### src/rtl/forth_useq_decoder.sv
// forth_useq_decoder: FETCH/EXEC micro-sequencer for the 3-bit Forth core with memory wait-states, timeout and halt.
// Optional retire counter enabled by defining DECODER_RETIRE_CNT_EN.
module forth_useq_decoder #(
  parameter int XW       = 3,
  parameter int NJ       = 4,
  parameter int JFW      = (1 + $clog2(NJ)) > 3 ? 1 + $clog2(NJ) : 3,
  parameter int WAIT_MAX = 15,
  parameter int CNT_W    = 16
) (
  input  logic             clk,
  input  logic             rst_n,
  input  logic [2:0]       Data_Out,
  input  logic [XW-1:0]    RegT,
  input  logic             regF,
  input  logic             mem_ready,
  input  logic             halt_req,
  output logic [1:0]       A_Sel,
  output logic             B_Sel,
  output logic             C_Sel,
  output logic             D_Sel,
  output logic             R_F,
  output logic             H_F,
  output logic             T_F,
  output logic [1:0]       ALU_F,
  output logic [1:0]       I_F,
  output logic [1:0]       S_F,
  output logic [1:0]       F_F,
  output logic [JFW-1:0]   J_F,
  output logic             phase,
  output logic             halted,
  output logic             err,
  output logic [CNT_W-1:0] retire_cnt
);
  localparam int LB = $clog2(NJ);
  localparam int WW = $clog2(WAIT_MAX + 1);
  typedef enum logic [1:0] {FETCH, EXEC, WAIT, HALT} state_t;
  typedef struct packed {
    logic [1:0]     a;
    logic           b, c, d, r;
    logic [1:0]     f, i;
    logic [JFW-1:0] j;
    logic [1:0]     s;
    logic           h, t;
    logic [1:0]     alu;
  } cw_t;
  localparam cw_t IDLE = '{a: 2'd0, b: 1'b0, c: 1'b0, d: 1'b0, r: 1'b0, f: 2'd0, i: 2'd0,
                           j: '0, s: 2'd0, h: 1'b0, t: 1'b0, alu: 2'b10};
  function automatic cw_t decode(input logic [2:0] op, input logic [XW-1:0] x, input logic fl);
    cw_t w;
    w = IDLE;
    case (op)
      3'd0: begin w.i = 2'b01; w.t = 1'b1; w.alu = 2'b00; end
      3'd1: begin w.a = 2'b01; w.r = 1'b1; w.i = 2'b01; w.j = JFW'(1); end
      3'd2: begin w.a = 2'b01; w.i = 2'b01; w.j = JFW'(1); w.t = 1'b1; end
      3'd3: begin
        w.i = 2'b01;
        w.t = 1'b1;
        if (x[XW-1]) begin
          // Bank swap: J index is the bank number with the top bit set (NJ is a power of 2)
          w.a = 2'b10; w.b = 1'b1; w.c = 1'b1; w.f = 2'b01; w.s = 2'b01;
          w.j = JFW'(NJ) | JFW'(x[LB-1:0]);
        end else if (x[0]) begin
          w.a = 2'b01; w.s = 2'b11;
        end else begin
          w.a = 2'b10; w.j = JFW'(2);
        end
      end
      3'd4: begin w.a = 2'b10; w.r = 1'b1; w.i = 2'b01; w.s = 2'b10; end
      3'd5: begin w.a = 2'b10; w.f = 2'b01; w.i = 2'b01; w.s = 2'b01; w.t = 1'b1; w.alu = 2'b11; end
      3'd6: begin w.f = 2'b11; w.j = JFW'(2); w.i = fl ? 2'b10 : 2'b01; end
      default: begin w.i = 2'b01; w.t = 1'b1; w.alu = 2'b01; end
    endcase
    return w;
  endfunction
  state_t        state;
  cw_t           cw, dw, hw;
  logic [2:0]    q_op, s_op;
  logic [XW-1:0] q_x, s_x;
  logic          q_f, s_f, is_mem;
  logic [WW-1:0] wait_cnt;
  always_comb begin
    s_op   = state == WAIT ? q_op : Data_Out;
    s_x    = state == WAIT ? q_x : RegT;
    s_f    = state == WAIT ? q_f : regF;
    dw     = decode(s_op, s_x, s_f);
    is_mem = s_op == 3'd1 || s_op == 3'd2 || s_op == 3'd4 || s_op == 3'd5 || (s_op == 3'd3 && s_x[XW-1]);
    hw     = dw;
    hw.i   = 2'd0;
    hw.j   = '0;
    hw.s   = 2'd0;
    hw.f   = 2'd0;
    hw.t   = 1'b0;
    hw.h   = 1'b0;
  end
`ifdef DECODER_RETIRE_CNT_EN
  logic [CNT_W-1:0] cnt;
  always_ff @(posedge clk)
    if (!rst_n) cnt <= '0;
    else if ((state == EXEC && (!is_mem || mem_ready)) || (state == WAIT && mem_ready)) cnt <= cnt + CNT_W'(1);
  assign retire_cnt = cnt;
`else
  assign retire_cnt = '0;
`endif
  always_ff @(posedge clk) begin
    if (!rst_n) begin
      state    <= FETCH;
      cw       <= IDLE;
      phase    <= 1'b0;
      halted   <= 1'b0;
      err      <= 1'b0;
      wait_cnt <= '0;
      q_op     <= '0;
      q_x      <= '0;
      q_f      <= 1'b0;
    end else begin
      case (state)
        FETCH: begin
          cw     <= IDLE;
          phase  <= 1'b0;
          halted <= 1'b0;
          state  <= halt_req ? HALT : EXEC;
        end
        EXEC: begin
          phase  <= 1'b1;
          halted <= 1'b0;
          if (!is_mem || mem_ready) begin
            cw    <= dw;
            state <= FETCH;
          end else begin
            cw       <= hw;
            q_op     <= Data_Out;
            q_x      <= RegT;
            q_f      <= regF;
            wait_cnt <= WW'(1);
            state    <= WAIT;
          end
        end
        WAIT: begin
          halted <= 1'b0;
          if (mem_ready) begin
            cw    <= dw;
            phase <= 1'b1;
            state <= FETCH;
          end else if (wait_cnt == WW'(WAIT_MAX)) begin
            cw    <= IDLE;
            phase <= 1'b0;
            err   <= 1'b1;
            state <= HALT;
          end else begin
            cw       <= hw;
            phase    <= 1'b1;
            wait_cnt <= wait_cnt + WW'(1);
          end
        end
        default: begin
          cw     <= IDLE;
          phase  <= 1'b0;
          halted <= 1'b1;
          state  <= !halt_req && !err ? FETCH : HALT;
        end
      endcase
    end
  end
  assign A_Sel = cw.a;
  assign B_Sel = cw.b;
  assign C_Sel = cw.c;
  assign D_Sel = cw.d;
  assign R_F   = cw.r;
  assign F_F   = cw.f;
  assign I_F   = cw.i;
  assign J_F   = cw.j;
  assign S_F   = cw.s;
  assign H_F   = cw.h;
  assign T_F   = cw.t;
  assign ALU_F = cw.alu;
endmodule
### config.mk
export PLATFORM = sky130hd
export DESIGN_NAME = forth_useq_decoder
export DESIGN_NICKNAME = d
export VERILOG_FILES = /design/src/rtl/forth_useq_decoder.sv
export SDC_FILE = /design/constraint.sdc
export NUM_CORES = 1
export LEC_CHECK = 0
export BUFFER_PORTS_ARGS = -buffer_cell sky130_fd_sc_hd__buf_2
export CORE_MARGIN = 5
export CORE_UTILIZATION = 40
export DETAILED_ROUTE_END_ITERATION = 8
export GPL_TIMING_DRIVEN = 0
export SLEW_MARGIN = 20
export SYNTH_ARGS = -nofsm -noshare
export SYNTH_HDL_FRONTEND = slang
export SYNTH_SLANG_ARGS = --single-unit
### constraint.sdc
create_clock -name clk -period 4.2 [get_ports clk]
set_input_delay 0.42 -clock clk [delete_from_list [all_inputs] [get_ports clk]]
set_output_delay 0.42 -clock clk [all_outputs]
set_load 0.03 [all_outputs]
==> key figures, run 1 <==
Cells and area
  • Area of the multi-input gates: about 830 um2
  • Share of cells above drive strength 1: 0.325
  • Antenna diodes: 0
  • Fin nets: 244
  • P&R area growth vs syn: 21.9%
  • Layout fillers: 397
  • Reg area: between 600 and 700 um2

Global routing
  • Largest net degree at the start of global routing: 11
  • Vias in the first global route: approximately 1200
  • First-pass GRT wire length: 5.35 mm
  • Initial antenna violation count: 0
  • All-layer global routing usage: 0.129
  • Total congestion overflow: 0

Floorplanning
  • Initial Utilization: 0.407
  • Die area: 0.00542 mm2
  • Site Rows: 23
  • Area of the core: ~0.004 mm2
  • Top Ports: 49
  • Die height: ~74 um
  • Die Wd: between 70 and 80 um

Detailed routing
  • WL per Instance: 11.7 um
  • Iter 0 DRT Violations: just under 60
  • DRC errors left: 0
  • First-pass DRT Iterations: 4
  • Via count: between 1000 and 1500
  • Routed Antenna Nets: 0
  • Drt total wl: approximately 3.2 mm
  • Routed vias/inst: around 4.6

CTS
  • CTS resizes: 0
  • Clock Path Buffers: 2
  • Clock buffer count from CTS: 5
  • Root Buffer: clkbuf_8
  • CTS tree: built
  • Cts-stage hold buffer count: 0
  • Post-CTS Setup Repair Bufs: 0
  • Sink Count: 32
  • Worst-path clk slew: 0.06 ns
  • H-tree levels: 2
  • Worst-skew pair later-pin latency: 0.28 ns

STA
  • Finish-stage setup viols: 0
  • Final Cycle Share: 0.564
  • F_max: around 420 MHz
  • Final hold viol count: 0
  • Max Slew Vio Count: 0
  • Worst hold slack: between 0.3 and 0.4 ns
  • Setup TNS: 0 ns
  • Unrepaired setup endpoints after global routing: false
  • Min Tclk post-route: 2.37 ns
  • Clk_skew: ~0.0043 ns

Setup path
  • Crit-path max FO: 7
  • WP buf/inv: 2
  • Worst path arrival time: 2.54 ns
  • CP peak stage delay: between 0.3 and 0.4 ns
  • Family with the most delay on the worst path: compound AO/OA/AOI/OAI gates
  • R2R setup slack: about 1.8 ns
  • Crit Path Class: reg2reg
  • Stages on worst setup path: 8
  • Reg-to-Reg Start: state[0]$_SDFFE_PN0P_
  • Startpoint Class: flip-flop
  • Worst Setup SP: state[0]$_SDFFE_PN0P_
  • Crit path max-delay cell type: dfxtp_1
  • Cell Chain, Critical Path: inv_1 -> ha_1 -> buf_6 -> mux2_4 -> a21o_1 -> o31a_1 -> or3_4 -> a31o_1
  • Worst setup endpoint: wait_cnt[0]$_SDFFE_PN0P_
  • R2R depth: 8
  • Critical path endpoint category: flip-flop
  • CP Data Required Time: 4.37 ns
  • R2r endpoint: wait_cnt[0]$_SDFFE_PN0P_

Placed design
  • Port Buf Inserts: 30
  • Post-DP HPWL: 2.50 mm
  • Placer Congestion: 0.761

Yosys
  • Post-synth top flop: dfxtp_1
  • Area contributors post-synth: dfxtp_1 (40%), buf_4 (9.3%), mux2i_1 (7.4%)
  • Post-Syn Instances: roughly 170
  • Synth Cell Area: ~0.0016 mm2
  • FF+latch count, synth: 32
  • Post-synth cell types: 42
  • EDFF count, synth: 0
  • Top-count cell post-synth: dfxtp_1
  • Synth warn: 0
  • Dominant cell type by area after synthesis: dfxtp_1
  • Ys async rst share: 0
  • Syn_area_per_cell: ~9.3 um2
  • Share of the synthesized area in the top cell type: 0.396
  • Sequential share of the synthesized area: 0.396
  • Most frequent cells after synthesis: dfxtp_1 (32), buf_4 (20), nor2_1 (18), nand2_1 (14), mux2i_1 (12)

Pwr
  • Peak supply drop: 0.000224 V
  • Leakage power: approximately 0.95 nW
  • Pwr Density: ~530 mW/mm2

Worst hold path
  • Worst Hold Class: in2reg

Job
  • Max-cap viol count: 0

Run status
  • Status: completed
[through the flow]
| stage | utilization | worst slack [ns] | cells | power (mW) | area (um2) |
|---|---|---|---|---|---|
| after global routing | 0.497 | 1.59 | 278 | 1.12 | 1970 |
| final | 0.497 | 1.83 | 278 | 1.04 | 1970 |
| after floorplan | - | 2.00 | 191 | 0.744 | 1680 |
| after detailed placement | 0.477 | 1.85 | 271 | 0.833 | 1890 |
| after global placement | 0.477 | 1.86 | 271 | 0.833 | 1890 |
| after CTS | 0.497 | 1.83 | 278 | 1.05 | 1970 |
[routing by layer]
layer | vias up | global-route usage | part of all wire
met2 | 38 | 0.202 | 0.44
li1 | 672 | - | -
met5 | - | 0 | 0
met3 | 5 | 0.0451 | 0.070
met4 | 0 | 0.0483 | 0.016
met1 | 556 | 0.163 | 0.48
[sequential cells by signal, summed over array words and instances (netlist names)]
register / cells
q_op: 3
err: 1
S_F: 2
J_F: 3
I_F: 2
state: 2
q_f: 1
halted: 1
wait_cnt: 4
F_F: 2
q_x: 3
A_Sel: 2
R_F: 1
phase: 1
ALU_F: 2
B_Sel: 1
T_F: 1
[tightest hold or removal path, stage by stage]
cell	delay, ns
buf_2	0.09
mux2i_1	0.05
nor2_1	0.07
[kinds of logic (layout without fill, tap and decap cells)]
kind of cell / after synthesis / count (layout) / synth area share
muxes: 17 / 17 / 0.118
adders and majority gates: 5 / 5 / 0.0387
other: 1 / 18 / 0.00232
AOI/OAI and AO/OA: 31 / 31 / 0.138
buffers and inverters: 31 / 68 / 0.129
DFF: 32 / 32 / 0.396
xor gates and xnor gates: 1 / 1 / 0.00541
and+or+nand+nor: 56 / 56 / 0.172
[worst min-delay path by stage]
stage,start,to,slack (ns),cells past startpoint
detailed placement,err$_SDFFE_PN0P_,err$_SDFFE_PN0P_,0.48,2
floorplan,wait_cnt[1]$_SDFFE_PN0P_,wait_cnt[1]$_SDFFE_PN0P_,0.46,2
CTS,regF,q_f$_SDFFE_PN0P_,0.38,3
finish,regF,q_f$_SDFFE_PN0P_,0.39,3
global placement,wait_cnt[1]$_SDFFE_PN0P_,wait_cnt[1]$_SDFFE_PN0P_,0.47,2
global route,regF,q_f$_SDFFE_PN0P_,0.39,3
[where the power goes]
part	internal, mW	switching, mW
sequential	0.343	0.0212
clock	0.112	0.103
combinational	0.186	0.278
total	0.641	0.402
[layout make-up]
class,count,share of cell area
Sequential cell,32,0.325
Timing Repair Buffer,30,0.0761
Inverter,6,0.0114
Multi-Input combinational cell,128,0.422
Tap cell,50,0.0317
Buffer,25,0.0945
Clock inverter,1,0.00254
Clock buffer,6,0.0368
[layout by cell type (no fill, tap or decap), drive strengths merged, types with 5 or more instances in the layout]
master  instances
buf            54
dfxtp          32
nor2           18
conb           18
nand2          14
mux2i          13
a21oi           9
nor3            8
clkbuf          7
o21ai           6
inv             5
ha              5
(Power assumes the default switching activity.)
==> run 2: changes to the inputs <==
Settings changed: ABC_AREA set to 1.
Clock period 4.2 ns to 2.22 ns, I/O delays scaled along.
==> key figures, run 2 <==
Yosys
  • Synth Cell Area: 0.00162 mm2 (+0.39%)
  • Dominant cell type by area after synthesis: dfxtp_1
  • Share of the synthesized area in the top cell type: 0.394 (-0.00153)
  • Top-count cell post-synth: nand2_1
  • Post-Syn Instances: 224 (+29%)
  • Synth warn: 0 (unchanged)
  • Sequential share of the synthesized area: 0.394 (-0.00153)
  • FF+latch count, synth: 32 (unchanged)
  • EDFF count, synth: 0 (unchanged)
  • Area contributors post-synth: dfxtp_1 (39%), nand2_1 (9.2%), buf_4 (8.8%)
  • Ys async rst share: 0 (unchanged)
  • Most frequent cells after synthesis: nand2_1 (40), dfxtp_1 (32), nor2_1 (31), inv_1 (29), a21oi_1 (23)
  • Post-synth cell types: 27 (-36%)
  • Syn_area_per_cell: 7.25 um2 (-22%)
  • Post-synth top flop: dfxtp_1

Placed design
  • Placer Congestion: 0.801 (+5.2%)
  • Post-DP HPWL: 2.57 mm (+2.9%)
  • Port Buf Inserts: 30 (unchanged)
  • Dpl cell area: 0.00190 mm2 (+0.33%)

Detailed routing
  • WL per Instance: 9.94 um (-15%)
  • Via count: 1404 (+10%)
  • First-pass DRT Iterations: 4 (unchanged)
  • DRC errors left: 0 (unchanged)
  • Routed Antenna Nets: 0 (unchanged)
  • Wl on met1: 1.50 mm (-3.1%)
  • WL met3: 228 um (unchanged)
  • Drt total wl: 3.27 mm (+0.71%)
  • Routed vias/inst: 4.27 (-6.7%)
  • Max Used Layer: met4
  • Iter 0 DRT Violations: 52 (-10%)
  • Met2 Routed Length: 1.50 mm (+5.7%)

Cells and area
  • Commonest non-fill, non-tap cell in the layout: nand2_1
  • Antenna diodes: 0 (unchanged)
  • Share of cells above drive strength 1: 0.258 (-0.0665)
  • Max FFs per register: 4 (unchanged)
  • P&R area growth vs syn: 23.9%
  • Most frequent cells in the layout: nand2_1 (40), dfxtp_1 (32), nor2_1 (31), buf_2 (31), inv_1 (29)
  • Biggest register: wait_cnt
  • Layout fillers: 420 (+5.8%)
  • Final Core Density: 0.507 (+0.0101)
  • Design area: 0.00201 mm2 (+2.0%)
  • Reg area: 641 um2 (unchanged)
  • Area of the multi-input gates: 751 um2 (-9.8%)
  • Fin nets: 294 (+20%)

CTS
  • Root Buffer: clkbuf_8
  • Worst-skew pair later-pin latency: 0.28 ns (about the same)
  • Clock buffer count from CTS: 5 (unchanged)
  • CTS tree: built
  • Post-CTS Setup Repair Bufs: 0 (unchanged)
  • CTS resizes: 0 (unchanged)
  • Clock Path Buffers: 2 (unchanged)
  • Sink Count: 32 (unchanged)
  • H-tree levels: 2 (unchanged)
  • Worst-path clk slew: 0.07 ns (about the same)
  • Cts-stage hold buffer count: 0 (unchanged)

STA
  • Setup TNS: 0 ns (unchanged)
  • Clk_skew: 0.00815 ns (+0.00386 ns)
  • Min Tclk post-route: 1.97 ns (-0.396 ns)
  • Finish-stage setup viols: 0 (unchanged)
  • Final hold viol count: 0 (unchanged)
  • Final Cycle Share: 0.889 (+0.325)
  • Max Slew Vio Count: 0 (unchanged)
  • Unrepaired setup endpoints after global routing: false
  • F_max: 507 MHz (+20%)

Setup path
  • Reg-to-Reg Start: state[0]$_SDFFE_PN0P_
  • R2R depth: 11 (+3)
  • Worst Setup SP: state[0]$_SDFFE_PN0P_
  • Worst path arrival time: 2.19 ns (-0.35 ns)
  • Crit Path Class: reg2reg
  • Critical path endpoint category: flip-flop
  • Startpoint Class: flip-flop
  • CP Data Required Time: 2.44 ns (-1.93 ns)
  • Crit-path max FO: 10 (+3)

Global routing
  • Initial antenna violation count: 0 (unchanged)
  • Vias in the first global route: 1272 (+10%)
  • First-pass GRT wire length: 5.38 mm (+0.52%)
  • Largest net degree at the start of global routing: 12 (+1)
  • Total congestion overflow: 0 (unchanged)
  • All-layer global routing usage: 0.127 (-0.00216)

Floorplanning
  • Initial Utilization: 0.409 (+0.00158)
  • Top Ports: 49 (unchanged)
  • Die area: 0.00543 mm2 (+0.34%)
  • Site Rows: 23 (unchanged)
  • Area of the core: 0.00397 mm2 (unchanged)
  • Die Wd: 73.7 um (+0.17%)
  • Die height: 73.7 um (+0.17%)

Worst hold path
  • Worst Hold Class: in2reg
  • Min-delay src: regF
  • WHS Path Cells: 3 (unchanged)

Pwr
  • Pwr Density: 1090 mW/mm2 (+110%)
  • Leakage power: 1.04 nW (+9.2%)
  • Peak supply drop: 0.000439 V (+96%)
  • Total power: 2.20 mW (+110%)

Job
  • Max-cap viol count: 0 (unchanged)

Run status
  • Status: completed
[run 2: cell count changes after synthesis, sizes merged, moves of 4 or more]
cell and delta:
mux2i -13, nor2 +14, a21oi +14, nand2 +28, mux2 -4, nor3 -5, inv +27, a211oi -4
nand3 +6, o21ai +10
[run 2: final timing paths]
path / endpoint / slack (ns)
max: q_x[2]$_SDFFE_PN0P_ / 0.25
min: q_f$_SDFFE_PN0P_ / 0.22
max reg2reg: q_x[2]$_SDFFE_PN0P_ / 0.25
min reg2reg: q_x[0]$_SDFFE_PN0P_ / 0.46
[run 2: cell type report]
type / instances / area share
timing repair buffer: 30 / 0.0746
multi-input combinational: 154 / 0.373
inverter: 32 / 0.0609
clock buffer: 5 / 0.0342
tap: 50 / 0.0311
buffer: 23 / 0.0864
sequential: 32 / 0.318
clock inverter: 3 / 0.0211
[run 2: metrics by stage]
| step | cells | worst slack, ns | hold slack [ns] |
|---|---|---|---|
| finish | 329 | 0.247 | 0.216 |
| floorplan | 241 | 0.500 | 0.360 |
| detailed placement | 321 | 0.262 | 0.442 |
| global placement | 321 | 0.272 | 0.435 |
| CTS | 329 | 0.241 | 0.212 |
| global route | 329 | 0.0307 | 0.229 |
[run 2: logic make-up (layout without fill, tap and decap cells)]
| group | count (synthesis) | in the layout | synth area share |
|---|---|---|---|
| fa+ha+maj | 5 | 5 | 0.0385 |
| simple gates | 90 | 90 | 0.246 |
| buf+inv | 55 | 93 | 0.183 |
| compound gates | 40 | 40 | 0.131 |
| flops | 32 | 32 | 0.394 |
| other cells | 1 | 18 | 0.00231 |
| xor+xnor | 1 | 1 | 0.00539 |
[run 2: critical path, cell delays in order (launching register included)]
cell and delay, ns:
dfxtp_1 0.37, inv_1 0.08, ha_1 0.20, buf_6 0.14, o21ai_4 0.27, inv_2 0.10
nand3_2 0.13, nand3_2 0.11, nand3_2 0.14, buf_6 0.16, o21ai_1 0.06, a21oi_1 0.13
[run 2: report_power, final]
group | leakage (nW) | switching, mW | total [mW] | internal [mW]
registers | 0.260 | 0.0442 | 0.713 | 0.668
clock network | 0.0541 | 0.218 | 0.550 | 0.332
logic | 0.726 | 0.637 | 0.940 | 0.303
[run 2: metal layers]
layer / vias to the layer above / global-route usage
met5: - / 0
met4: 0 / 0.0543
met3: 5 / 0.0383
met2: 34 / 0.208
met1: 593 / 0.154
li1: 772 / -
==> run 3: changes to the inputs <==
Settings changed: PLACE_DENSITY set to 0.68, SKIP_CTS_REPAIR_TIMING set to 1, SLEW_MARGIN 20 to not set.
==> key figures, run 3 (synthesized netlist as in run 2, its figures left out) <==
CTS
  • Worst-skew pair later-pin latency: 0.28 ns (about the same)
  • Clock buffer count from CTS: 5 (unchanged)
  • Sink Count: 32 (unchanged)
  • Root Buffer: clkbuf_8
  • CTS tree: built
  • Clock Path Buffers: 2 (unchanged)
  • Worst-path clk slew: 0.06 ns (about the same)
  • H-tree levels: 2 (unchanged)

Detailed routing
  • Drt total wl: 3.25 mm (-0.70%)
  • WL per Instance: 9.87 um (-0.70%)
  • Routed vias/inst: 4.37 (+2.4%)
  • Routed Antenna Nets: 0 (unchanged)
  • DRC errors left: 0 (unchanged)
  • Via count: 1437 (+2.4%)
  • First-pass DRT Iterations: 4 (unchanged)
  • Iter 0 DRT Violations: 40 (-23%)

Cells and area
  • Share of cells above drive strength 1: 0.258 (unchanged)
  • Biggest register: wait_cnt
  • Max FFs per register: 4 (unchanged)
  • Most frequent cells in the layout: nand2_1 (40), dfxtp_1 (32), nor2_1 (31), buf_2 (31), inv_1 (29)
  • Design area: 0.00203 mm2 (+0.75%)
  • Fin nets: 294 (unchanged)
  • P&R area growth vs syn: 24.8%
  • Antenna diodes: 0 (unchanged)
  • Commonest non-fill, non-tap cell in the layout: nand2_1

Global routing
  • Largest net degree at the start of global routing: 11 (-1)
  • Grt met3 use: 0.0520 (+0.0137)
  • Vias in the first global route: 1320 (+3.8%)
  • Busiest grt layer: met2
  • Grt met1 use: 0.133 (-0.0206)
  • Met2 Resource Use GR: 0.228 (+0.0207)
  • Initial antenna violation count: 0 (unchanged)
  • Total congestion overflow: 0 (unchanged)
  • All-layer global routing usage: 0.129 (+0.00232)
  • First-pass GRT wire length: 5.40 mm (+0.37%)

Worst hold path
  • WHS Path Cells: 3 (unchanged)
  • Worst Hold Class: in2reg

Run status
  • Status: completed

Setup path
  • Critical path endpoint category: flip-flop
  • Crit Path Class: reg2reg
  • Worst path arrival time: 2.22 ns (+0.03 ns)
  • R2R depth: 13 (+2)
  • Crit-path max FO: 10 (unchanged)
  • Startpoint Class: flip-flop
  • CP Data Required Time: 2.44 ns (about the same)

STA
  • Final Cycle Share: 0.900 (+0.0114)
  • Worst hold slack: 0.210 ns (-0.00505 ns)
  • Finish-stage setup viols: 0 (unchanged)
  • Setup TNS: 0 ns (unchanged)
  • Max Slew Vio Count: 0 (unchanged)
  • Min Tclk post-route: 2.00 ns (+0.0253 ns)
  • Unrepaired setup endpoints after global routing: false
  • Final Worst Setup Slack: 0.221 ns (-0.0253 ns)
  • Final hold viol count: 0 (unchanged)
  • F_max: 500 MHz (-1.3%)
  • Clk_skew: 0.00170 ns (-0.00645 ns)

Floorplanning
  • Initial Utilization: 0.409 (unchanged)
  • Die area: 0.00543 mm2 (unchanged)
  • Site Rows: 23 (unchanged)
  • Area of the core: 0.00397 mm2 (unchanged)
  • Top Ports: 49 (unchanged)
  • Die Wd: 73.7 um (unchanged)
  • Die height: 73.7 um (unchanged)

Pwr
  • Pwr Density: 1110 mW/mm2 (+1.6%)
  • Peak supply drop: 0.000433 V (-1.5%)
  • Leakage power: 1.05 nW (+0.99%)

Placed design
  • Dpl cell area: 0.00190 mm2 (unchanged)
  • Port Buf Inserts: 30 (unchanged)
  • Place WS: 0.232 ns (-0.0296 ns)
  • Post-DP HPWL: 2.60 mm (+1.4%)
  • Placer Congestion: 0.812 (+1.3%)

Job
  • Max-cap viol count: 0 (unchanged)
## run 3: cell types whose count changed in the layout (fill, tap and decap cells not counted)
| cell | previous run | this run |
|---|---|---|
| clkinv_2 | 1 | 0 |
| clkbuf_8 | 5 | 7 |
| clkinvlp_4 | 1 | 0 |
## run 3: worst max-delay path, stage by stage (launching register included)
cell and delay, ns:
dfxtp_1 0.38, inv_1 0.08, ha_1 0.20, buf_6 0.14
inv_4 0.09, nand2_1 0.06, nand2_1 0.12, nand2_1 0.13
nand3_2 0.10, nand3_2 0.11, nand3_2 0.15, buf_6 0.16
o21ai_1 0.07, a21oi_1 0.13
## run 3: routing by layer
layer | vias to the layer above | part of all wire | wire length [um]
met5 | - | 0 | 0
met4 | 0 | 0.021 | 67
met3 | 7 | 0.079 | 257
met2 | 37 | 0.48 | 1550
met1 | 623 | 0.42 | 1370
li1 | 770 | - | -
## run 3: area by class of cell
cell class	count	area, um2
buffer	23	174
multi-input combinational	154	751
tap	50	62.6
sequential	32	641
clock buffer	7	96.3
inverter	32	123
timing repair buffer	30	150
fill	401	1940
clock inverter	1	30.0
## run 3: final timing paths
kind	end	slack, ns	start
max	q_op[2]$_SDFFE_PN0P_	0.22	state[0]$_SDFFE_PN0P_
max reg2reg	q_op[2]$_SDFFE_PN0P_	0.22	state[0]$_SDFFE_PN0P_
min reg2reg	q_x[0]$_SDFFE_PN0P_	0.45	q_x[0]$_SDFFE_PN0P_
min	state[1]$_SDFFE_PN0P_	0.21	rst_n
## run 3: through the flow
stage | util | power (mW) | std cells
2_1_floorplan | - | 1.48 | 241
4_1_cts | 0.510 | 2.28 | 329
3_5_place_dp | 0.479 | 1.67 | 321
5_1_grt | 0.510 | 2.43 | 329
3_3_place_gp | 0.479 | 1.66 | 321
6_report | 0.510 | 2.25 | 329
## run 3: where the power goes
group	internal, mW	total (mW)	switching [mW]
Clock	0.396	0.606	0.210
Combinational	0.301	0.934	0.633
Sequential	0.669	0.713	0.0445
